--- src/rtl/rv32v_types_pkg.sv ---
`default_nettype none
// +----------------------------------------------------------------------------+
// | Module      : rv32v_types_pkg                                              |
// | Description : Shared types and encodings for the RV32V vector config CSR   |
// |               path: SEW/LMUL encodings, the packed vtype layout and the    |
// |               vset sequencing state enumeration.                           |
// | Revision    : 1.0 - initial release                                        |
// +----------------------------------------------------------------------------+
package rv32v_types_pkg;

  typedef logic [2:0] vsew_t;
  typedef logic [2:0] vlmul_t;

  // SEW encodings (vtype[5:3]); 1xx is reserved.
  localparam vsew_t c_sew_e8  = 3'b000;
  localparam vsew_t c_sew_e16 = 3'b001;
  localparam vsew_t c_sew_e32 = 3'b010;
  localparam vsew_t c_sew_e64 = 3'b011;

  // LMUL encodings (vtype[2:0]); 100 is reserved.
  localparam vlmul_t c_lmul_m1   = 3'b000;
  localparam vlmul_t c_lmul_m2   = 3'b001;
  localparam vlmul_t c_lmul_m4   = 3'b010;
  localparam vlmul_t c_lmul_m8   = 3'b011;
  localparam vlmul_t c_lmul_rsvd = 3'b100;
  localparam vlmul_t c_lmul_mf8  = 3'b101;
  localparam vlmul_t c_lmul_mf4  = 3'b110;
  localparam vlmul_t c_lmul_mf2  = 3'b111;

  // vtype value after reset or after an illegal vset: only vill set.
  localparam logic [31:0] c_vtype_reset = 32'h8000_0000;

  typedef enum logic [1:0] {
    IDLE   = 2'd0,
    DRAIN  = 2'd1,
    COMMIT = 2'd2
  } vcsr_state_t;

  typedef struct packed {
    logic        vill;
    logic [22:0] reserved;
    logic        vma;
    logic        vta;
    vsew_t       vsew;
    vlmul_t      vlmul;
  } vtype_t;

  function automatic logic [31:0] min_u32(input logic [31:0] a, input logic [31:0] b);
    return (a <= b) ? a : b;
  endfunction

endpackage
`default_nettype wire

--- src/rtl/rv32v_vcsr_unit_if.sv ---
`default_nettype none
// +----------------------------------------------------------------------------+
// | Module      : rv32v_vcsr_unit_if                                           |
// | Description : Decode-to-vcsr request/response bundle.                      |
// |   req_valid/req_ready : request handshake (decode holds until ready)       |
// |   req_avl, req_vtype  : AVL and requested vtype                            |
// |   req_rs1_zero/rd_zero: x0 flags for the rs1 and rd fields                 |
// |   done                : one-cycle commit pulse                             |
// |   rd_wen, rd_data     : rd writeback of the new vl                         |
// |   master = decode side, slave = vcsr unit side.                            |
// | Revision    : 1.0 - initial release                                        |
// +----------------------------------------------------------------------------+
interface rv32v_vcsr_unit_if;

  logic        req_valid;
  logic        req_ready;
  logic [31:0] req_avl;
  logic [31:0] req_vtype;
  logic        req_rs1_zero;
  logic        req_rd_zero;
  logic        done;
  logic        rd_wen;
  logic [31:0] rd_data;

  modport master (
    output req_valid, req_avl, req_vtype, req_rs1_zero, req_rd_zero,
    input  req_ready, done, rd_wen, rd_data
  );

  modport slave (
    input  req_valid, req_avl, req_vtype, req_rs1_zero, req_rd_zero,
    output req_ready, done, rd_wen, rd_data
  );

endinterface
`default_nettype wire

--- src/rtl/rv32v_vlmax_calc.sv ---
`default_nettype none
// +----------------------------------------------------------------------------+
// | Module      : rv32v_vlmax_calc                                             |
// | Description : Combinational VLMAX and SEW/LMUL legality for a vtype.       |
// |   vsew, vlmul : requested SEW and LMUL encodings                           |
// |   vlmax       : (VLEN/SEW)*LMUL, zero when the combination is illegal      |
// |   legal       : SEW/LMUL combination is supported                          |
// |   Reserved-bit checking of vtype is left to the caller.                    |
// | Revision    : 1.0 - initial release                                        |
// +----------------------------------------------------------------------------+
module rv32v_vlmax_calc
  import rv32v_types_pkg::*;
#(
  parameter int VLEN = 128,
  parameter int ELEN = 32
) (
  input  vsew_t       vsew,
  input  vlmul_t      vlmul,
  output logic [31:0] vlmax,
  output logic        legal
);

  localparam int c_vlen_log2 = $clog2(VLEN);
  localparam int c_elen_log2 = $clog2(ELEN);

  int   sew_log2;
  int   lmul_log2;
  int   shamt;
  logic sew_ok;
  logic lmul_ok;
  logic frac_ok;

  always_comb begin
    sew_log2 = 3;
    sew_ok   = 1'b1;
    case (vsew)
      c_sew_e8:  sew_log2 = 3;
      c_sew_e16: sew_log2 = 4;
      c_sew_e32: sew_log2 = 5;
      c_sew_e64: sew_log2 = 6;
      default:   sew_ok   = 1'b0;
    endcase

    lmul_log2 = 0;
    lmul_ok   = 1'b1;
    case (vlmul)
      c_lmul_m1:   lmul_log2 = 0;
      c_lmul_m2:   lmul_log2 = 1;
      c_lmul_m4:   lmul_log2 = 2;
      c_lmul_m8:   lmul_log2 = 3;
      c_lmul_mf2:  lmul_log2 = -1;
      c_lmul_mf4:  lmul_log2 = -2;
      c_lmul_mf8:  lmul_log2 = -3;
      c_lmul_rsvd: lmul_ok   = 1'b0;
      default:     lmul_ok   = 1'b0;
    endcase

    // Fractional LMUL: SEW must fit in ELEN*LMUL, i.e. log2(SEW) <= log2(ELEN) + log2(LMUL).
    frac_ok = (lmul_log2 >= 0) || (sew_log2 <= c_elen_log2 + lmul_log2);

    legal = sew_ok && lmul_ok && (sew_log2 <= c_elen_log2) && frac_ok;

    // VLMAX is always a power of two, so it is a single shift.
    shamt = c_vlen_log2 - sew_log2 + lmul_log2;
    vlmax = 32'd0;
    if (legal && (shamt >= 0) && (shamt <= 31)) begin
      vlmax = 32'd1 << shamt[4:0];
    end
  end

endmodule
`default_nettype wire

--- src/rtl/rv32v_vcsr_unit.sv ---
`default_nettype none
// +----------------------------------------------------------------------------+
// | Module      : rv32v_vcsr_unit                                              |
// | Description : Vector configuration CSRs (vtype, vl, vstart) and the        |
// |               vsetvli/vsetivli/vsetvl sequencer. A request is accepted,    |
// |               held until in-flight vector work drains, then committed in   |
// |               one cycle with the new vl returned for rd writeback.         |
// |   CLK, nRST        : clock, asynchronous active-low reset                  |
// |   bus (slave)      : decode request / rd writeback bundle                  |
// |   flush            : aborts a request still waiting in DRAIN               |
// |   vbusy            : vector work in flight; holds the request in DRAIN     |
// |   vstart_wen/wdata : CSR-instruction or trap write of vstart               |
// |   vsew..vtype      : current configuration state                           |
// | Revision    : 1.0 - initial release                                        |
// +----------------------------------------------------------------------------+
module rv32v_vcsr_unit
  import rv32v_types_pkg::*;
#(
  parameter int VLEN = 128,
  parameter int ELEN = 32
) (
  input  logic                CLK,
  input  logic                nRST,
  rv32v_vcsr_unit_if.slave    bus,
  input  logic                flush,
  input  logic                vbusy,
  input  logic                vstart_wen,
  input  logic [31:0]         vstart_wdata,
  output vsew_t               vsew,
  output vlmul_t              vlmul,
  output logic                vta,
  output logic                vma,
  output logic                vill,
  output logic [31:0]         vl,
  output logic [31:0]         vstart,
  output logic [31:0]         vtype
);

  vcsr_state_t r_state;

  // Latched request
  vtype_t      r_req_vtype;
  logic [31:0] r_avl;
  logic        r_rs1_zero;
  logic        r_rd_zero;

  // Architectural CSRs
  vtype_t      r_csr_vtype;
  logic [31:0] r_vl;
  logic [31:0] r_vstart;

  // Registered handshake/writeback outputs
  logic        r_ready;
  logic        r_done;
  logic        r_rd_wen;
  logic [31:0] r_rd_data;

  logic [31:0] w_vlmax;
  logic        w_calc_legal;
  logic        w_legal;
  logic [31:0] w_new_vl;
  vtype_t      w_new_vtype;
  logic        w_unused;

  rv32v_vlmax_calc #(
    .VLEN (VLEN),
    .ELEN (ELEN)
  ) u_vlmax_calc (
    .vsew  (r_req_vtype.vsew),
    .vlmul (r_req_vtype.vlmul),
    .vlmax (w_vlmax),
    .legal (w_calc_legal)
  );

  // The requested vill bit carries no meaning on input.
  assign w_unused = r_req_vtype.vill;

  assign w_legal = w_calc_legal && !(|r_req_vtype.reserved);

  always_comb begin
    w_new_vl = 32'd0;
    if (w_legal) begin
      if (r_rs1_zero && !r_rd_zero) begin
        w_new_vl = w_vlmax;
      end else if (r_rs1_zero) begin
        // rs1=x0, rd=x0: keep the current vl, clamped to the new VLMAX.
        w_new_vl = min_u32(r_vl, w_vlmax);
      end else begin
        w_new_vl = min_u32(r_avl, w_vlmax);
      end
    end
  end

  always_comb begin
    w_new_vtype = '0;
    if (w_legal) begin
      w_new_vtype.vma   = r_req_vtype.vma;
      w_new_vtype.vta   = r_req_vtype.vta;
      w_new_vtype.vsew  = r_req_vtype.vsew;
      w_new_vtype.vlmul = r_req_vtype.vlmul;
    end else begin
      w_new_vtype.vill  = 1'b1;
    end
  end

  always_ff @(posedge CLK or negedge nRST) begin
    if (!nRST) begin
      r_state     <= IDLE;
      r_req_vtype <= '0;
      r_avl       <= 32'd0;
      r_rs1_zero  <= 1'b0;
      r_rd_zero   <= 1'b0;
      r_csr_vtype <= vtype_t'(c_vtype_reset);
      r_vl        <= 32'd0;
      r_vstart    <= 32'd0;
      r_ready     <= 1'b1;
      r_done      <= 1'b0;
      r_rd_wen    <= 1'b0;
      r_rd_data   <= 32'd0;
    end else begin
      r_done    <= 1'b0;
      r_rd_wen  <= 1'b0;
      r_rd_data <= 32'd0;

      // A vstart write lands in any state; the COMMIT branch below overrides it.
      if (vstart_wen) begin
        r_vstart <= vstart_wdata;
      end

      case (r_state)
        IDLE: begin
          if (bus.req_valid) begin
            r_req_vtype <= vtype_t'(bus.req_vtype);
            r_avl       <= bus.req_avl;
            r_rs1_zero  <= bus.req_rs1_zero;
            r_rd_zero   <= bus.req_rd_zero;
            r_ready     <= 1'b0;
            r_state     <= DRAIN;
          end
        end

        DRAIN: begin
          if (flush) begin
            r_ready <= 1'b1;
            r_state <= IDLE;
          end else if (!vbusy) begin
            // Outputs for the COMMIT cycle are prepared here so they are registered.
            // vl cannot change during DRAIN, so the clamp result stays valid.
            r_done    <= 1'b1;
            r_rd_wen  <= !r_rd_zero;
            r_rd_data <= w_new_vl;
            r_state   <= COMMIT;
          end
        end

        COMMIT: begin
          r_csr_vtype <= w_new_vtype;
          r_vl        <= r_rd_data;
          r_vstart    <= 32'd0;
          r_ready     <= 1'b1;
          r_state     <= IDLE;
        end

        default: begin
          r_ready <= 1'b1;
          r_state <= IDLE;
        end
      endcase
    end
  end

  assign bus.req_ready = r_ready;
  assign bus.done      = r_done;
  assign bus.rd_wen    = r_rd_wen;
  assign bus.rd_data   = r_rd_data;

  assign vsew   = r_csr_vtype.vsew;
  assign vlmul  = r_csr_vtype.vlmul;
  assign vta    = r_csr_vtype.vta;
  assign vma    = r_csr_vtype.vma;
  assign vill   = r_csr_vtype.vill;
  assign vtype  = r_csr_vtype;
  assign vl     = r_vl;
  assign vstart = r_vstart;

endmodule
`default_nettype wire

--- src/flat_wrapper.sv ---
// flat-port wrapper written by rule: the top's interface ports become plain ports
module rv32v_vcsr_unit_flat import rv32v_types_pkg::*;
#(
  parameter int VLEN = 128,
  parameter int ELEN = 32
)
  (CLK, nRST, flush, vbusy, vstart_wen, vstart_wdata, vsew, vlmul, vta, vma, vill, vl, vstart, vtype, bus_req_valid, bus_req_avl, bus_req_vtype, bus_req_rs1_zero, bus_req_rd_zero, bus_req_ready, bus_done, bus_rd_wen, bus_rd_data);
  rv32v_vcsr_unit_if bus_i ();
  input  logic CLK;
  input  logic nRST;
  input  logic flush;
  input  logic vbusy;
  input  logic vstart_wen;
  input  logic [31:0] vstart_wdata;
  output vsew_t vsew;
  output vlmul_t vlmul;
  output logic vta;
  output logic vma;
  output logic vill;
  output logic [31:0] vl;
  output logic [31:0] vstart;
  output logic [31:0] vtype;
  input wire logic [$bits(bus_i.req_valid)-1:0] bus_req_valid;
  input wire logic [$bits(bus_i.req_avl)-1:0] bus_req_avl;
  input wire logic [$bits(bus_i.req_vtype)-1:0] bus_req_vtype;
  input wire logic [$bits(bus_i.req_rs1_zero)-1:0] bus_req_rs1_zero;
  input wire logic [$bits(bus_i.req_rd_zero)-1:0] bus_req_rd_zero;
  output wire logic [$bits(bus_i.req_ready)-1:0] bus_req_ready;
  output wire logic [$bits(bus_i.done)-1:0] bus_done;
  output wire logic [$bits(bus_i.rd_wen)-1:0] bus_rd_wen;
  output wire logic [$bits(bus_i.rd_data)-1:0] bus_rd_data;
  assign bus_i.req_valid = bus_req_valid;
  assign bus_i.req_avl = bus_req_avl;
  assign bus_i.req_vtype = bus_req_vtype;
  assign bus_i.req_rs1_zero = bus_req_rs1_zero;
  assign bus_i.req_rd_zero = bus_req_rd_zero;
  assign bus_req_ready = bus_i.req_ready;
  assign bus_done = bus_i.done;
  assign bus_rd_wen = bus_i.rd_wen;
  assign bus_rd_data = bus_i.rd_data;
  rv32v_vcsr_unit #(.VLEN(VLEN), .ELEN(ELEN)) u_core (.CLK(CLK), .nRST(nRST), .bus(bus_i), .flush(flush), .vbusy(vbusy), .vstart_wen(vstart_wen), .vstart_wdata(vstart_wdata), .vsew(vsew), .vlmul(vlmul), .vta(vta), .vma(vma), .vill(vill), .vl(vl), .vstart(vstart), .vtype(vtype));
endmodule
--- config.mk ---
export PLATFORM = sky130hd
export DESIGN_NAME = rv32v_vcsr_unit_flat
export DESIGN_NICKNAME = d
export VERILOG_FILES = /design/src/rtl/rv32v_types_pkg.sv /design/src/rtl/rv32v_vcsr_unit_if.sv /design/src/rtl/rv32v_vlmax_calc.sv /design/src/rtl/rv32v_vcsr_unit.sv /design/src/flat_wrapper.sv
export SDC_FILE = /design/constraint.sdc
export NUM_CORES = 1
export LEC_CHECK = 0
export BUFFER_PORTS_ARGS = -buffer_cell sky130_fd_sc_hd__buf_2
export CAP_MARGIN = 20
export CORE_MARGIN = 2
export CORE_UTILIZATION = 45
export DETAILED_ROUTE_END_ITERATION = 10
export PLACE_DENSITY = 0.81
export SYNTH_ARGS = -nofsm -noshare
export SYNTH_HDL_FRONTEND = slang
export SYNTH_SLANG_ARGS = --single-unit
export TNS_END_PERCENT = 20
--- constraint.sdc ---
create_clock -name CLK -period 4.55 [get_ports CLK]
set_clock_uncertainty 0.15 [all_clocks]
set_input_delay 0 -clock CLK [delete_from_list [all_inputs] [get_ports CLK]]
set_output_delay 0 -clock CLK [all_outputs]
set_load 0.02 [all_outputs]
# == After elaboration in Yosys (flattened, before gate mapping) ==
# Cells that the tools add are included.
# totals
register_bits,175
latchBits,0
ramBits,0
rom_bits,0
in_bits,104
out_inout_bits,140
word_cells,94
mem_count,0
# classes
add_sub_neg,3
multipliers,0
n_div,0
order_cmp,7
n_eq_ne,15
n_shift,1
n_mux,30
bitwise,0
reduce_logical,18
# ops
operator,count
32-bit two-way mux,11
32-bit case mux with 6 select lines,1
32-bit <= comparator,3
"32-bit by 1-bit greater-or-equal comparator with 1-bit output, second input constant",2
32-bit adder,1
"4-bit by 32-bit adder with 32-bit output, first input constant",1
"32-bit by 4-bit <= comparator with 1-bit output, second input constant",1
"32-bit by 6-bit <= comparator with 1-bit output, second input constant",1
"1-bit by 5-bit left shift with 32-bit output, first input constant",1
"4-bit by 32-bit subtractor with 32-bit output, first input constant",1
23-bit OR reduction,1
"3-bit by 2-bit == test with 1-bit output, second input constant",4
"3-bit == test, second input constant",4
1-bit two-way mux,11
3-bit case mux with 3 select lines,1
8-bit two-way mux,1
1-bit logical AND,7
"3-bit by 1-bit == test with 1-bit output, second input constant",2
2-bit two-way mux,3
2-bit AND reduction,3
"2-bit != test, second input constant",2
2-bit case mux with 2 select lines,1
4-bit OR reduction,1
3-bit logical NOT,1
other kinds (8),9

# == Longest topological paths before layout ==
# Gate-level depths: netlist (run 1).
# depth
word_depth,17
ltp_mapped,26

# == Modules after synthesis ==
# A second synthesis (run 1) with hierarchy kept.
# hier_totals
cells_unflattened,923
hier_area_um2,9800.6
# modules_own_cells
module,n_inst,cells_each,area_per_inst_um2
rv32v_vcsr_unit,1,816,9023.7
rv32v_vlmax_calc,1,107,777.0

# == Worst setup path after synthesis (run 1) ==
# No wires, ideal clock.
# synth_path
path_kind,reg2reg
from,register u_core.r_req_vtype[0] in the netlist's numbering
to,"register u_core.r_rd_data[12], in the netlist u_core.bus.rd_data[12]"
setup_time_ns,0.086
t_arrival_ns,4.516
required_time_ns,4.314
setup_slack_ns,-0.203
path_stages_with_launch,25
n_path_buf,2
period_less_slack_ns,4.753
path_cell_list,dfrtp_1 -> o21ai_1 -> inv_1 -> ha_1 -> inv_1 -> ha_1 -> a21o_1 -> a21oi_1 -> ha_1 -> a21oi_1 -> nand4_2 -> or2_4 -> nor2_2 -> nand3_1 -> ha_1 -> a21oi_1 -> nand2_1 -> a221o_1 -> o31a_1 -> o22ai_4 -> and2b_1 -> buf_6 -> buf_6 -> nand2_1 -> o221ai_2
# synth_between
elab_chain_cells,17
# synth_rtl
item,line,source
start: declaration,rv32v_vcsr_unit.sv:42,vtype_t r_req_vtype;
start signal: assignment,rv32v_vcsr_unit.sv:133,r_req_vtype <= vtype_t'(bus.req_vtype);
"3-bit == test, or another cell as far along",rv32v_vlmax_calc.sv:46,case (vlmul)
32-bit case mux with 6 select lines,rv32v_vlmax_calc.sv:46,
4-bit by 32-bit adder with 32-bit output,rv32v_vlmax_calc.sv:59,frac_ok = (lmul_log2 >= 0) || (sew_log2 <= c_elen_log2 + lmul_log2);
32-bit <= comparator,rv32v_vlmax_calc.sv:59,
1-bit logical OR,rv32v_vlmax_calc.sv:59,
1-bit logical AND,rv32v_vlmax_calc.sv:61,legal = sew_ok && lmul_ok && (sew_log2 <= c_elen_log2) && frac_ok;
1-bit logical AND (2 in series),rv32v_vlmax_calc.sv:66,if (legal && (shamt >= 0) && (shamt <= 31)) begin
32-bit two-way mux,rv32v_vlmax_calc.sv:66,
32-bit <= comparator,rv32v_types_pkg.sv:49,return (a <= b) ? a : b;
32-bit two-way mux,rv32v_types_pkg.sv:49,
32-bit two-way mux,rv32v_vcsr_unit.sv:85,end else if (r_rs1_zero) begin
32-bit two-way mux,rv32v_vcsr_unit.sv:83,if (r_rs1_zero && !r_rd_zero) begin
32-bit two-way mux (*),rv32v_vcsr_unit.sv:82,if (w_legal) begin
32-bit two-way mux (*),rv32v_vcsr_unit.sv:146,end else if (!vbusy) begin
32-bit two-way mux (*),rv32v_vcsr_unit.sv:143,if (flush) begin
32-bit two-way mux (*),rv32v_vcsr_unit.sv:130,case (r_state)
end signal: assignment,rv32v_vcsr_unit.sv:151,r_rd_data <= w_new_vl;
end: declaration,rv32v_vcsr_unit.sv:56,logic [31:0] r_rd_data;
# Every way passes the cells marked *; elsewhere a longest branch is shown, timed or not.
# A chain may end at the register's enable or synchronous reset.

# == Final worst setup path (run 1) ==
# layout_path
from,register u_core.r_req_vtype[1] in the netlist's numbering
to,"register u_core.r_rd_data[2], in the netlist u_core.bus.rd_data[2]"
# Same word-level chain as after synthesis.

==> results of run 1 <==
## path summary, 6_finish.rpt
check / to / depth (start not counted) / from
min: u_core.r_avl[0]$_DFFE_PN0P_ / 2 / nRST
min reg2reg: u_core.vl[20]$_DFFE_PN0P_ / 2 / u_core.bus.rd_data[20]$_DFF_PN0_
max: u_core.bus.rd_data[2]$_DFF_PN0_ / 25 / u_core.r_req_vtype[1]$_DFFE_PN0P_
max in group asynchronous: u_core.vstart[11]$_DFFE_PN0P_ / 3 / nRST
min in group CLK: u_core.r_avl[3]$_DFFE_PN0P_ / 4 / bus_req_avl[3]
max reg2reg: u_core.bus.rd_data[2]$_DFF_PN0_ / 25 / u_core.r_req_vtype[1]$_DFFE_PN0P_
## timing repair
item | 4_1_cts | 5_1_grt
gates cloned | 1 | 2
buffers inserted | 14 | 9
endpoints found under the hold margin | 199 | 0
pin swaps | 42 | 48
endpoints found under the setup margin | 32 | 32
hold buffers | 102 | 0
gates resized for setup | 72 | 37
## power groups by stage
stage	registers [mW]	logic [mW]	clock network (mW)
floorplan	1.90	0.858	0
global placement	1.88	1.52	0
detailed placement	1.89	1.56	0
CTS	1.86	1.86	1.41
global route	1.89	2.13	1.49
finish	1.87	1.97	1.39
## per-layer routing
metal / up-vias / part of all wire, % / wire length [um] / track usage [%]
met1: 4135 / 42 / 12700 / 35.4
met5: - / 0 / 0 / 0
met4: 0 / 2.4 / 723 / 8.80
met3: 49 / 5.7 / 1700 / 4.91
li1: 3932 / - / - / -
met2: 339 / 50 / 14800 / 48.0
## layout by cell type, fill, tap and decap left out, types with 5 or more instances in the layout
master           n
nor4_1           6
nor2_1          47
a21oi_1         30
clkbuf_16       19
o21ai_0         35
buf_6           10
mux2i_1         34
nand3_1         11
o221ai_2        16
ha_4            17
inv_1           38
nand2_2         15
mux2_2          45
nand4_1         15
dlygate4sd3_1  102
dfrtp_1        173
a22o_1           7
nand2_1        161
a21o_1           5
buf_2          218
ha_1            58
nand2b_1         7
conb_1          23
buf_4          111
## cells by family (layout without fill, tap and decap cells)
group	after synthesis	in the layout	share of synthesized area, %
AOI/OAI and AO/OA	144	144	11.3
xor gates and xnor gates	4	4	0.378
adders and majority gates	77	77	10.5
buffers and inverters	113	524	6.22
DFF	175	175	47.3
muxes	79	79	9.14
other	1	23	0.0405
and+or+nand+nor	310	310	15.2
## stage by stage
step                total power [mW]  std cells  util [%]  instance area [um2]
finish                          5.23       1606      67.7                13700
global route                    5.51       1606      67.7                13700
CTS                             5.13       1596      66.0                13400
global placement                3.40       1448      55.8                11300
detailed placement              3.45       1448      55.8                11300
floorplan                       2.76        925         -                 9440
## critical path, cell delays in order, from the launching register on
cell	delay [ps]
dfrtp_1	400
o21ai_2	200
inv_2	80
ha_4	260
inv_2	40
ha_4	250
a21o_1	160
a21oi_2	80
ha_2	170
a21oi_2	110
nand4_2	130
or2_4	320
nor2_4	120
buf_4	140
nand2_1	110
ha_1	340
a21oi_1	160
o21ai_0	140
a221oi_2	360
buf_4	200
a21boi_4	60
o22ai_4	230
a21oi_4	70
nand2_4	190
clkbuf_16	190
o221ai_2	90
## layout make-up
cell class | count | area share (%)
Inverter | 43 | 1.20
Sequential cell | 175 | 32.0
Tap cell | 270 | 2.46
Multi-Input combinational cell | 637 | 36.8
Clock inverter | 11 | 0.593
Clock buffer | 21 | 3.43
Timing Repair Buffer | 449 | 23.6
## sequential cells by signal, summed over array words and instances (netlist names), 2 cells and up
| signal | count |
|---|---|
| u_core.r_avl | 32 |
| u_core.r_state | 2 |
| u_core.vl | 32 |
| u_core.r_req_vtype | 31 |
| u_core.vstart | 32 |
| u_core.vlmul | 3 |
| u_core.bus.rd_data | 32 |
| u_core.vsew | 3 |
==> flow_summary.rst, run 1 <==
.. list-table::
   :header-rows: 1

   * - Metric
     - Value
   * - Violations in the final reports
     - negative setup slack
   * - Peak fanout along the critical path
     - 6
   * - Yosys warnings
     - 0
   * - Pwr Density
     - 382 nW/um2
   * - Library cell occupying the most area in the post-synthesis netlist
     - dfrtp_1
   * - Sequential cell area
     - 4380 um2
   * - Dominant synthesized flop cell
     - dfrtp_1
   * - Switching Fraction
     - 34.5%
   * - Max Slew Vio Count
     - 0
   * - Number of synthesized flops with an enable pin
     - 0
   * - Synth unique cells
     - 71
   * - DR DRC count
     - 0
   * - Worst-case setup slack after placement
     - -456 ps
   * - Leading cell types by count after synthesis
     - nand2_1, dfrtp_1, ha_1
   * - I/O Pins
     - 244
   * - Setup Viol. Count Final
     - 32
   * - Netlist area before placement
     - 9270 um2
   * - Wire length of the first global-routing pass
     - 47500 um
   * - Required arrival time at the worst endpoint
     - 4700 ps
   * - Hold WS
     - 75.9 ps
   * - Die H
     - 148 um
   * - Global Route Usage Sum
     - 27.7%
   * - Summed negative setup slack over all endpoints
     - -8920 ps
   * - Internal cell power
     - 3.43 mW
   * - Status
     - finished with violations
   * - Ranking of synthesized cells by area
     - dfrtp_1, ha_1, nand2_1
   * - Number of failing hold endpoints at the final stage
     - 0
   * - Critical path capture point type
     - flop
   * - Setup WS post-layout
     - -327 ps
   * - Number of search-and-repair iterations in the first detailed-routing pass
     - 4
   * - Number of nets still failing antenna checks after routing
     - 0
   * - Buffers from clock root to sink, at most
     - 2
   * - Worst IR Drop VDD
     - 318 uV
   * - Detailed-placement wirelength estimate
     - 19500 um
   * - Setup slack on the worst flop-to-flop path
     - -330 ps
   * - Antenna violations before repair
     - 0
   * - Vias in the first global route
     - 8869
   * - Count of nets after finishing
     - 1504
   * - Area Growth Syn to Fin
     - 47.9%
   * - Die extent in x
     - 148 um
   * - Footprint of the multi-input gates
     - 5040 um2
   * - Vias
     - 8455
   * - Share of the synthesized area in the top cell type
     - 46.7%
   * - Tightest Hold Check Type
     - in2async
   * - RSZ-0062 raised after global routing
     - yes
   * - Clk pwr share
     - 26.5%
   * - Number of rows created at floorplan
     - 52
   * - Last weighted congestion value of the routability-driven placer
     - 0.935
   * - Clock tree from TritonCTS
     - built
   * - Clock transition time at the flip-flop clock pins of the worst setup and hold paths
     - 70 ps
   * - Average size of a mapped cell
     - 10.3 um2
   * - Slew at the pin closest to its max-slew limit
     - 998 ps
   * - Final min period
     - 4880 ps
   * - CP startpoint kind
     - flop
   * - Max transition margin
     - 33.4%
   * - Number of maximum-capacitance violations
     - 0
   * - Total congestion overflow after global routing
     - 0
   * - Total Die Area
     - 21800 um2
   * - Initial drt markers
     - 549
   * - Maximum clock frequency
     - 205 MHz
   * - H-tree depth
     - 4
   * - Fill cells
     - 1421
   * - Most frequent cell after synthesis
     - nand2_1
   * - Flop and latch count out of synthesis
     - 175
   * - Synthesized instance count
     - 903
   * - Leakage power
     - 6.81 nW
   * - Power share of the combinational group
     - 37.7%
   * - Sequential share of the synthesized area
     - 47.3%
   * - Starting utilization of the core area
     - 45.8%
   * - Number of vias per cell after detailed routing
     - 5.26
   * - Placeable core region
     - 20200 um2
   * - Diode insertion count for antenna repair
     - 0
   * - Total of buffers placed on input and output ports
     - 219
   * - Maximum number of pins on one net before global-route repair
     - 101
   * - Power share of the sequential group
     - 35.8%
   * - Sum of routed wire length over all layers
     - 29900 um
   * - Share of layout cells above drive strength 1
     - 40.0%
   * - TritonCTS buffer count
     - 17
   * - Cell chosen for the clock root
     - clkbuf_16
   * - Number of sinks on the clock net
     - 175
   * - Period utilisation layout
     - 107%
   * - Share of flip-flops with an asynchronous set or reset after synthesis
     - 100%
   * - Worst path arrival time
     - 5030 ps
   * - Later-pin clock latency in the skew report
     - 430 ps
   * - Worst setup path class
     - reg2reg
   * - Switching power total
     - 1.80 mW
   * - WL/cell
     - 18.6 um
Note: power is estimated with default switching activity, not from simulation.
==> run 2: changes to the inputs <==
--- a/config.mk
+++ b/config.mk
@@ -8,9 +8,10 @@
 export BUFFER_PORTS_ARGS = -buffer_cell sky130_fd_sc_hd__buf_2
 export CAP_MARGIN = 20
 export CORE_MARGIN = 2
-export CORE_UTILIZATION = 45
+export CORE_UTILIZATION = 48
 export DETAILED_ROUTE_END_ITERATION = 10
-export PLACE_DENSITY = 0.81
+export MAX_ROUTING_LAYER = met4
+export PLACE_DENSITY = 0.85
 export SYNTH_ARGS = -nofsm -noshare
 export SYNTH_HDL_FRONTEND = slang
 export SYNTH_SLANG_ARGS = --single-unit
==> flow_summary.rst, run 2 (synthesized netlist as in run 1, its figures left out) <==
.. list-table::
   :header-rows: 1

   * - Metric
     - Value
   * - Starting utilization of the core area
     - 49.2% (+3.4 points)
   * - Switching Fraction
     - 33.8% (-0.71 points)
   * - Period utilisation layout
     - 108% (+1.2 points)
   * - CP startpoint kind
     - flop
   * - Number of rows created at floorplan
     - 50 (-3.8%)
   * - H-tree depth
     - 4 (unchanged)
   * - Launch point of the worst path
     - u_core.r_req_vtype[1]$_DFFE_PN0P_
   * - Antenna violations before repair
     - 0 (unchanged)
   * - Internal cell power
     - 3.63 mW (+5.9%)
   * - Share of layout cells above drive strength 1
     - 41.5% (+1.5 points)
   * - Total non-filler cell area in the finished layout
     - 14000 um2 (+2.0%)
   * - Placed Area
     - 11300 um2 (+0.24%)
   * - Number of sinks on the clock net
     - 175 (unchanged)
   * - Buffers from clock root to sink, at most
     - 2 (unchanged)
   * - Maximum clock frequency
     - 203 MHz (-1.1%)
   * - Last weighted congestion value of the routability-driven placer
     - 0.956 (+2.2%)
   * - Clk pwr share
     - 28.3% (+1.8 points)
   * - Setup slack on the worst flop-to-flop path
     - -380 ps (-50 ps)
   * - Critical path destination
     - u_core.bus.rd_data[14]$_DFF_PN0_
   * - RSZ-0062 raised after global routing
     - yes
   * - Cell chosen for the clock root
     - clkbuf_16
   * - Slew at the pin closest to its max-slew limit
     - 1050 ps (+51.7 ps)
   * - Global Route Usage Sum
     - 30.9% (+3.1 points)
   * - Clock transition time at the flip-flop clock pins of the worst setup and hold paths
     - 70 ps (about the same)
   * - Finished Layout Cells
     - 1608 (+0.12%)
   * - Total of buffers placed on input and output ports
     - 219 (unchanged)
   * - Vias
     - 8728 (+3.2%)
   * - Leakage power
     - 6.94 nW (+1.8%)
   * - Tightest Hold Check Type
     - in2async
   * - Max Slew Vio Count
     - 0 (unchanged)
   * - Switching power total
     - 1.85 mW (+2.6%)
   * - Number of failing hold endpoints at the final stage
     - 0 (unchanged)
   * - Setup WS post-layout
     - -381 ps (-54.7 ps)
   * - Clock tree from TritonCTS
     - built
   * - Number of vias per cell after detailed routing
     - 5.43 (+3.1%)
   * - I/O Pins
     - 244 (unchanged)
   * - Die H
     - 143 um (-3.1%)
   * - Power share of the sequential group
     - 34.2% (-1.6 points)
   * - WL/cell
     - 19.4 um (+4.3%)
   * - Placeable core region
     - 18800 um2 (-6.9%)
   * - Required arrival time at the worst endpoint
     - 4750 ps (+50 ps)
   * - Number of maximum-capacitance violations
     - 0 (unchanged)
   * - Final min period
     - 4930 ps (+54.7 ps)
   * - Setup Viol. Count Final
     - 32 (unchanged)
   * - Total Die Area
     - 20400 um2 (-6.1%)
   * - Max transition margin
     - 30.0% (-3.4 points)
   * - Initial drt markers
     - 528 (-3.8%)
   * - Diode insertion count for antenna repair
     - 0 (unchanged)
   * - Power share of the combinational group
     - 37.5% (-0.2 points)
   * - Sum of routed wire length over all layers
     - 31200 um (+4.4%)
   * - Number of nets still failing antenna checks after routing
     - 0 (unchanged)
   * - Total congestion overflow after global routing
     - 0 (unchanged)
   * - Pwr Density
     - 392 nW/um2 (+2.7%)
   * - Critical path capture point type
     - flop
   * - Worst IR Drop VDD
     - 296 uV (-7.0%)
   * - Area Growth Syn to Fin
     - 50.8%
   * - Reg2Reg Launch Point
     - u_core.r_req_vtype[1]$_DFFE_PN0P_
   * - R2r endpoint
     - u_core.bus.rd_data[14]$_DFF_PN0_
   * - Peak fanout along the critical path
     - 5 (-1)
   * - Maximum number of pins on one net before global-route repair
     - 94 (-6.9%)
   * - Vias in the first global route
     - 9041 (+1.9%)
   * - Worst setup path class
     - reg2reg
   * - Die extent in x
     - 143 um (-3.1%)
   * - Number of search-and-repair iterations in the first detailed-routing pass
     - 5 (+1)
   * - Status
     - finished with violations
   * - Commonest non-fill, non-tap cells in the layout
     - buf_2, dfrtp_1, nand2_1
   * - TritonCTS buffer count
     - 17 (unchanged)
   * - Number of cells in the design after placement
     - 1445 (-0.21%)
   * - Worst path arrival time
     - 5130 ps (+100 ps)
   * - R2R cell count
     - 25 (unchanged)
   * - Most common cell after layout, fill and taps aside
     - buf_2
   * - Wire length of the first global-routing pass
     - 46900 um (-1.4%)
   * - Count of nets after finishing
     - 1517 (+0.86%)
   * - DR DRC count
     - 0 (unchanged)
   * - Later-pin clock latency in the skew report
     - 430 ps (about the same)
   * - Detailed-placement wirelength estimate
     - 19800 um (+1.5%)
   * - Violations in the final reports
     - negative setup slack
==> run 2: final cells by class <==
type | count | area, um2
Fill cell | 1182 | 4850
Tap cell | 260 | 325
Sequential cell | 175 | 4380
Multi-Input combinational cell | 637 | 5140
Clock buffer | 20 | 467
Inverter | 43 | 164
Timing Repair Buffer | 462 | 3350
Clock inverter | 11 | 153
==> run 2: through the flow <==
step / total power [mW] / setup TNS (ps) / utilization (%) / hold slack (ps) / worst slack, ps
finish: 5.48 / -10000 / 74.2 / 72.1 / -381
global route: 5.72 / -17010 / 74.2 / 160 / -598
CTS: 5.33 / -4200 / 72.4 / 120 / -176
detailed placement: 3.45 / -12540 / 60.1 / -4.04 / -467
global placement: 3.40 / -8380 / 60.1 / -17.4 / -381
floorplan: 2.76 / 0 / - / -446 / 3.93
==> run 2: what timing repair did <==
item | CTS | global route
gates cloned | 1 | 1
endpoints found under the hold margin | 192 | 0
setup buffers | 22 | 7
gates resized for setup | 91 | 39
setup endpoints to repair | 32 | 32
pin swaps | 65 | 21
hold buffers | 102 | 0
==> run 2: critical path: stages (launching register included) <==
cell and delay (ps):
dfrtp_1 390, o21ai_2 180, inv_2 70, ha_4 260, inv_2 40, ha_4 250
a21o_1 150, a21oi_2 80, ha_2 170, a21oi_2 130, nand4_2 140, buf_6 170
nor3_4 210, buf_6 150, nand2_1 120, ha_1 350, nand4_1 190, nor4_2 400
o21ai_1 170, a31oi_4 200, o21ai_4 130, a21oi_4 200, nand2_4 140, buf_6 160
buf_6 100, o221ai_2 150
==> run 2: metal layers <==
layer | part of all wire [%] | vias up | wire [um] | track usage [%]
met4 | 3.0 | 0 | 945 | 10.9
met1 | 40 | 4248 | 12600 | 36.3
met3 | 6.6 | 98 | 2050 | 5.13
li1 | - | 3968 | - | -
met5 | 0 | - | 0 | -
met2 | 50 | 414 | 15700 | 53.5
==> run 2: power groups by stage <==
stage          logic (mW)  clock network (mW)  registers [mW]
2_1_floorplan       0.858                   0            1.90
3_3_place_gp         1.53                   0            1.87
3_5_place_dp         1.57                   0            1.88
4_1_cts              1.90                1.57            1.86
5_1_grt              2.20                1.63            1.89
6_report             2.05                1.55            1.87
==> run 2: worst min-delay path by stage <==
stage          cells after the start  from  slack (ps)                           end
6_report                           2  nRST          70      u_core.vl[2]$_DFFE_PN0P_
5_1_grt                            2  nRST         160  u_core.r_avl[10]$_DFFE_PN0P_
4_1_cts                            2  nRST         120      u_core.vl[2]$_DFFE_PN0P_
3_5_place_dp                       1  nRST          -4      u_core.vl[2]$_DFFE_PN0P_
3_3_place_gp                       1  nRST         -20    u_core.vsew[2]$_DFFE_PN0P_
2_1_floorplan                      0  nRST        -450     u_core.bus.done$_DFF_PN0_
==> run 3: changes to the inputs <==
--- a/config.mk
+++ b/config.mk
@@ -8,11 +8,12 @@
 export BUFFER_PORTS_ARGS = -buffer_cell sky130_fd_sc_hd__buf_2
 export CAP_MARGIN = 20
 export CORE_MARGIN = 2
-export CORE_UTILIZATION = 48
+export CORE_UTILIZATION = 49
 export DETAILED_ROUTE_END_ITERATION = 10
 export MAX_ROUTING_LAYER = met4
 export PLACE_DENSITY = 0.85
 export SYNTH_ARGS = -nofsm -noshare
 export SYNTH_HDL_FRONTEND = slang
+export SYNTH_HIERARCHICAL = 1
 export SYNTH_SLANG_ARGS = --single-unit
 export TNS_END_PERCENT = 20
==> flow_summary.rst, run 3 <==
.. list-table::
   :header-rows: 1

   * - Metric
     - Value
   * - Violations in the final reports
     - negative setup slack
   * - Sum of internal, switching and leakage power
     - 6.21 mW (+13%)
   * - H-tree depth
     - 4 (unchanged)
   * - Max Slew Vio Count
     - 0 (unchanged)
   * - Fill cells
     - 1200 (+1.5%)
   * - Critical path capture point type
     - flop
   * - Power share of the sequential group
     - 30.8% (-3.4 points)
   * - Required arrival time at the worst endpoint
     - 4700 ps (-50 ps)
   * - Final min period
     - 5380 ps (+446 ps)
   * - Sequential share of the synthesized area
     - 44.7% (-2.6 points)
   * - Period utilisation layout
     - 118% (+9.8 points)
   * - Placeable core region
     - 19500 um2 (+3.7%)
   * - Worst path arrival time
     - 5520 ps (+390 ps)
   * - Finished Layout Cells
     - 1609 (+0.062%)
   * - Cell chosen for the clock root
     - clkbuf_16
   * - Worst-case setup slack after placement
     - -455 ps (+11.5 ps)
   * - Maximum clock frequency
     - 186 MHz (-8.3%)
   * - Wire length of the first global-routing pass
     - 49300 um (+5.2%)
   * - Number of vias per cell after detailed routing
     - 5.89 (+8.6%)
   * - Synth unique cells
     - 56 (-21%)
   * - Number of synthesized flops with an enable pin
     - 0 (unchanged)
   * - Share of the synthesized area in the top cell type
     - 44.2% (-2.5 points)
   * - DR DRC count
     - 0 (unchanged)
   * - Number of maximum-capacitance violations
     - 0 (unchanged)
   * - Power share of the combinational group
     - 46.2% (+8.7 points)
   * - Yosys warnings
     - 6 (+6)
   * - Vias in the first global route
     - 9127 (+0.95%)
   * - Hold WS
     - 17.6 ps (-54.5 ps)
   * - CP startpoint kind
     - flop
   * - R2r endpoint
     - u_core/bus.rd_data[4]$_DFF_PN0_
   * - Later-pin clock latency in the skew report
     - 440 ps (about the same)
   * - Commonest non-fill, non-tap cells in the layout
     - buf_2, dfrtp_1, buf_4
   * - Dominant synthesized flop cell
     - dfrtp_1
   * - Total Die Area
     - 21100 um2 (+3.5%)
   * - Number of search-and-repair iterations in the first detailed-routing pass
     - 6 (+1)
   * - Sum of routed wire length over all layers
     - 35000 um (+12%)
   * - Share of layout cells above drive strength 1
     - 43.4% (+1.8 points)
   * - Worst IR Drop VDD
     - 358 uV (+21%)
   * - Ranking of synthesized cells by area
     - dfrtp_1, ha_1, mux2_2
   * - Leading cell types by count after synthesis
     - dfrtp_1, nand2_1, ha_1
   * - Number of sinks on the clock net
     - 175 (unchanged)
   * - Total of buffers placed on input and output ports
     - 219 (unchanged)
   * - Antenna violations before repair
     - 0 (unchanged)
   * - Average size of a mapped cell
     - 10.6 um2 (+3.4%)
   * - Number of rows created at floorplan
     - 51 (+2.0%)
   * - Clock tree from TritonCTS
     - built
   * - Count of nets after finishing
     - 1512 (-0.33%)
   * - Initial drt markers
     - 862 (+63%)
   * - Placed Area
     - 11800 um2 (+4.2%)
   * - Clk pwr share
     - 23.0% (-5.3 points)
   * - Total non-filler cell area in the finished layout
     - 14400 um2 (+3.0%)
   * - Slew at the pin closest to its max-slew limit
     - 1030 ps (-18.9 ps)
   * - Setup Viol. Count Final
     - 32 (unchanged)
   * - Maximum number of pins on one net before global-route repair
     - 95 (+1.1%)
   * - Peak fanout along the critical path
     - 16 (+11)
   * - Number of cells in the design after placement
     - 1445 (unchanged)
   * - Last weighted congestion value of the routability-driven placer
     - 0.979 (+2.4%)
   * - Most common cell after layout, fill and taps aside
     - buf_2
   * - Area Growth Syn to Fin
     - 46.9%
   * - Switching power total
     - 2.45 mW (+32%)
   * - Detailed-placement wirelength estimate
     - 19400 um (-2.2%)
   * - I/O Pins
     - 244 (unchanged)
   * - Pwr Density
     - 432 nW/um2 (+10%)
   * - Reg2Reg Launch Point
     - u_core/r_req_vtype[0]$_DFFE_PN0P_
   * - Setup WS post-layout
     - -828 ps (-446 ps)
   * - Flop and latch count out of synthesis
     - 175 (unchanged)
   * - Diode insertion count for antenna repair
     - 0 (unchanged)
   * - Number of failing hold endpoints at the final stage
     - 0 (unchanged)
   * - Sequential cell area
     - 4380 um2 (unchanged)
   * - Buffers from clock root to sink, at most
     - 2 (unchanged)
   * - Critical path destination
     - u_core/bus.rd_data[4]$_DFF_PN0_
   * - Vias
     - 9481 (+8.6%)
   * - Launch point of the worst path
     - u_core/r_req_vtype[0]$_DFFE_PN0P_
   * - R2R cell count
     - 21 (-16%)
   * - Leakage power
     - 6.79 nW (-2.1%)
   * - Setup slack on the worst flop-to-flop path
     - -830 ps (-450 ps)
   * - WL/cell
     - 21.7 um (+12%)
   * - Global Route Usage Sum
     - 30.2% (-0.61 points)
   * - Tightest Hold Check Type
     - in2async
   * - Total congestion overflow after global routing
     - 0 (unchanged)
   * - Starting utilization of the core area
     - 50.2% (+0.97 points)
   * - Footprint of the multi-input gates
     - 5650 um2 (+10%)
   * - Switching Fraction
     - 39.4% (+5.6 points)
   * - Status
     - finished with violations
   * - RSZ-0062 raised after global routing
     - yes
   * - Synthesized instance count
     - 923 (+2.2%)
   * - Die extent in x
     - 145 um (+1.7%)
   * - Number of nets still failing antenna checks after routing
     - 0 (unchanged)
   * - Max transition margin
     - 31.3% (+1.3 points)
   * - Library cell occupying the most area in the post-synthesis netlist
     - dfrtp_1
   * - Share of flip-flops with an asynchronous set or reset after synthesis
     - 100% (unchanged)
   * - Most frequent cell after synthesis
     - dfrtp_1
   * - TritonCTS buffer count
     - 17 (unchanged)
   * - Clock transition time at the flip-flop clock pins of the worst setup and hold paths
     - 70 ps (about the same)
   * - Die H
     - 145 um (+1.7%)
   * - Netlist area before placement
     - 9800 um2 (+5.7%)
   * - Worst setup path class
     - reg2reg
   * - Internal cell power
     - 3.77 mW (+3.9%)
run 3: changes by cell type after synthesis, sizes merged, moves of 15 or more:
cell    change
inv        +20
nand2      -84
nand2b     +15
nor3       +15
a221oi     +34
mux2       +18
o221ai     -19
o31ai      +21
run 3: kinds of logic after synthesis:
logic type	share of synthesized area, %
muxes	11.7
buffers and inverters	7.09
AOI/OAI and AO/OA	12.9
other	0.0383
adders and majority gates	9.91
xor gates and xnor gates	0.511
DFF	44.7
and+or+nand+nor	13.1
run 3: worst max-delay path, cell delays in order (launching register included):
cell,delay (ps)
dfrtp_1,420
o21ai_4,190
buf_4,140
buf_4,180
xnor2_1,140
ha_1,290
a21o_1,210
o21ai_1,140
buf_4,190
o21ai_1,140
buf_12,210
nor4_4,330
inv_1,150
ha_1,340
a21oi_1,320
o21ai_1,220
a221oi_4,430
o31ai_4,130
o21a_4,260
buf_4,190
o31ai_1,370
a221oi_2,70
run 3: cell type report:
cell class	instances	share of cell area (%)
Clock inverter	12	0.765
Multi-Input combinational cell	627	39.3
Inverter	62	1.63
Sequential cell	175	30.4
Clock buffer	20	3.17
Tap cell	265	2.30
Timing Repair Buffer	448	22.4
run 3: stage by stage:
stage,utilization [%],TNS (ps)
2_1_floorplan,-,-3070
3_3_place_gp,60.4,-10330
3_5_place_dp,60.4,-12230
4_1_cts,70.7,-8230
5_1_grt,73.7,-29300
6_report,73.7,-23810
run 3: repair_timing:
action | CTS | global route
pin swaps | 27 | 46
gates cloned | 1 | 0
endpoints found under the setup margin | 32 | 32
hold endpoints to repair | 183 | 0
hold buffers | 104 | 0
setup buffers | 10 | 17
gates resized for setup | 47 | 78
run 3: per-layer routing:
layer / share of wire, % / global-route usage (%) / up-vias
met5: 0 / - / -
met4: 5.5 / 11.0 / 0
met3: 8.3 / 6.27 / 200
met2: 49 / 50.5 / 621
met1: 37 / 36.4 / 4603
li1: - / - / 4057
run 3: power groups by stage:
stage	Clock, mW	Sequential (mW)	Combinational (mW)
floorplan	0	1.92	1.25
global placement	0	1.91	1.97
detailed placement	0	1.91	2.03
CTS	1.45	1.89	2.31
global route	1.50	1.93	2.98
finish	1.43	1.91	2.87
run 3: worst min path at each step:
stage / start / endpoint
after floorplan: nRST / u_core/bus.done$_DFF_PN0_
after global placement: nRST / u_core/vstart[25]$_DFFE_PN0P_
after detailed placement: nRST / u_core/vstart[30]$_DFFE_PN0P_
after CTS: nRST / u_core/vstart[30]$_DFFE_PN0P_
after global routing: nRST / u_core/vstart[23]$_DFFE_PN0P_
final: nRST / u_core/vstart[30]$_DFFE_PN0P_
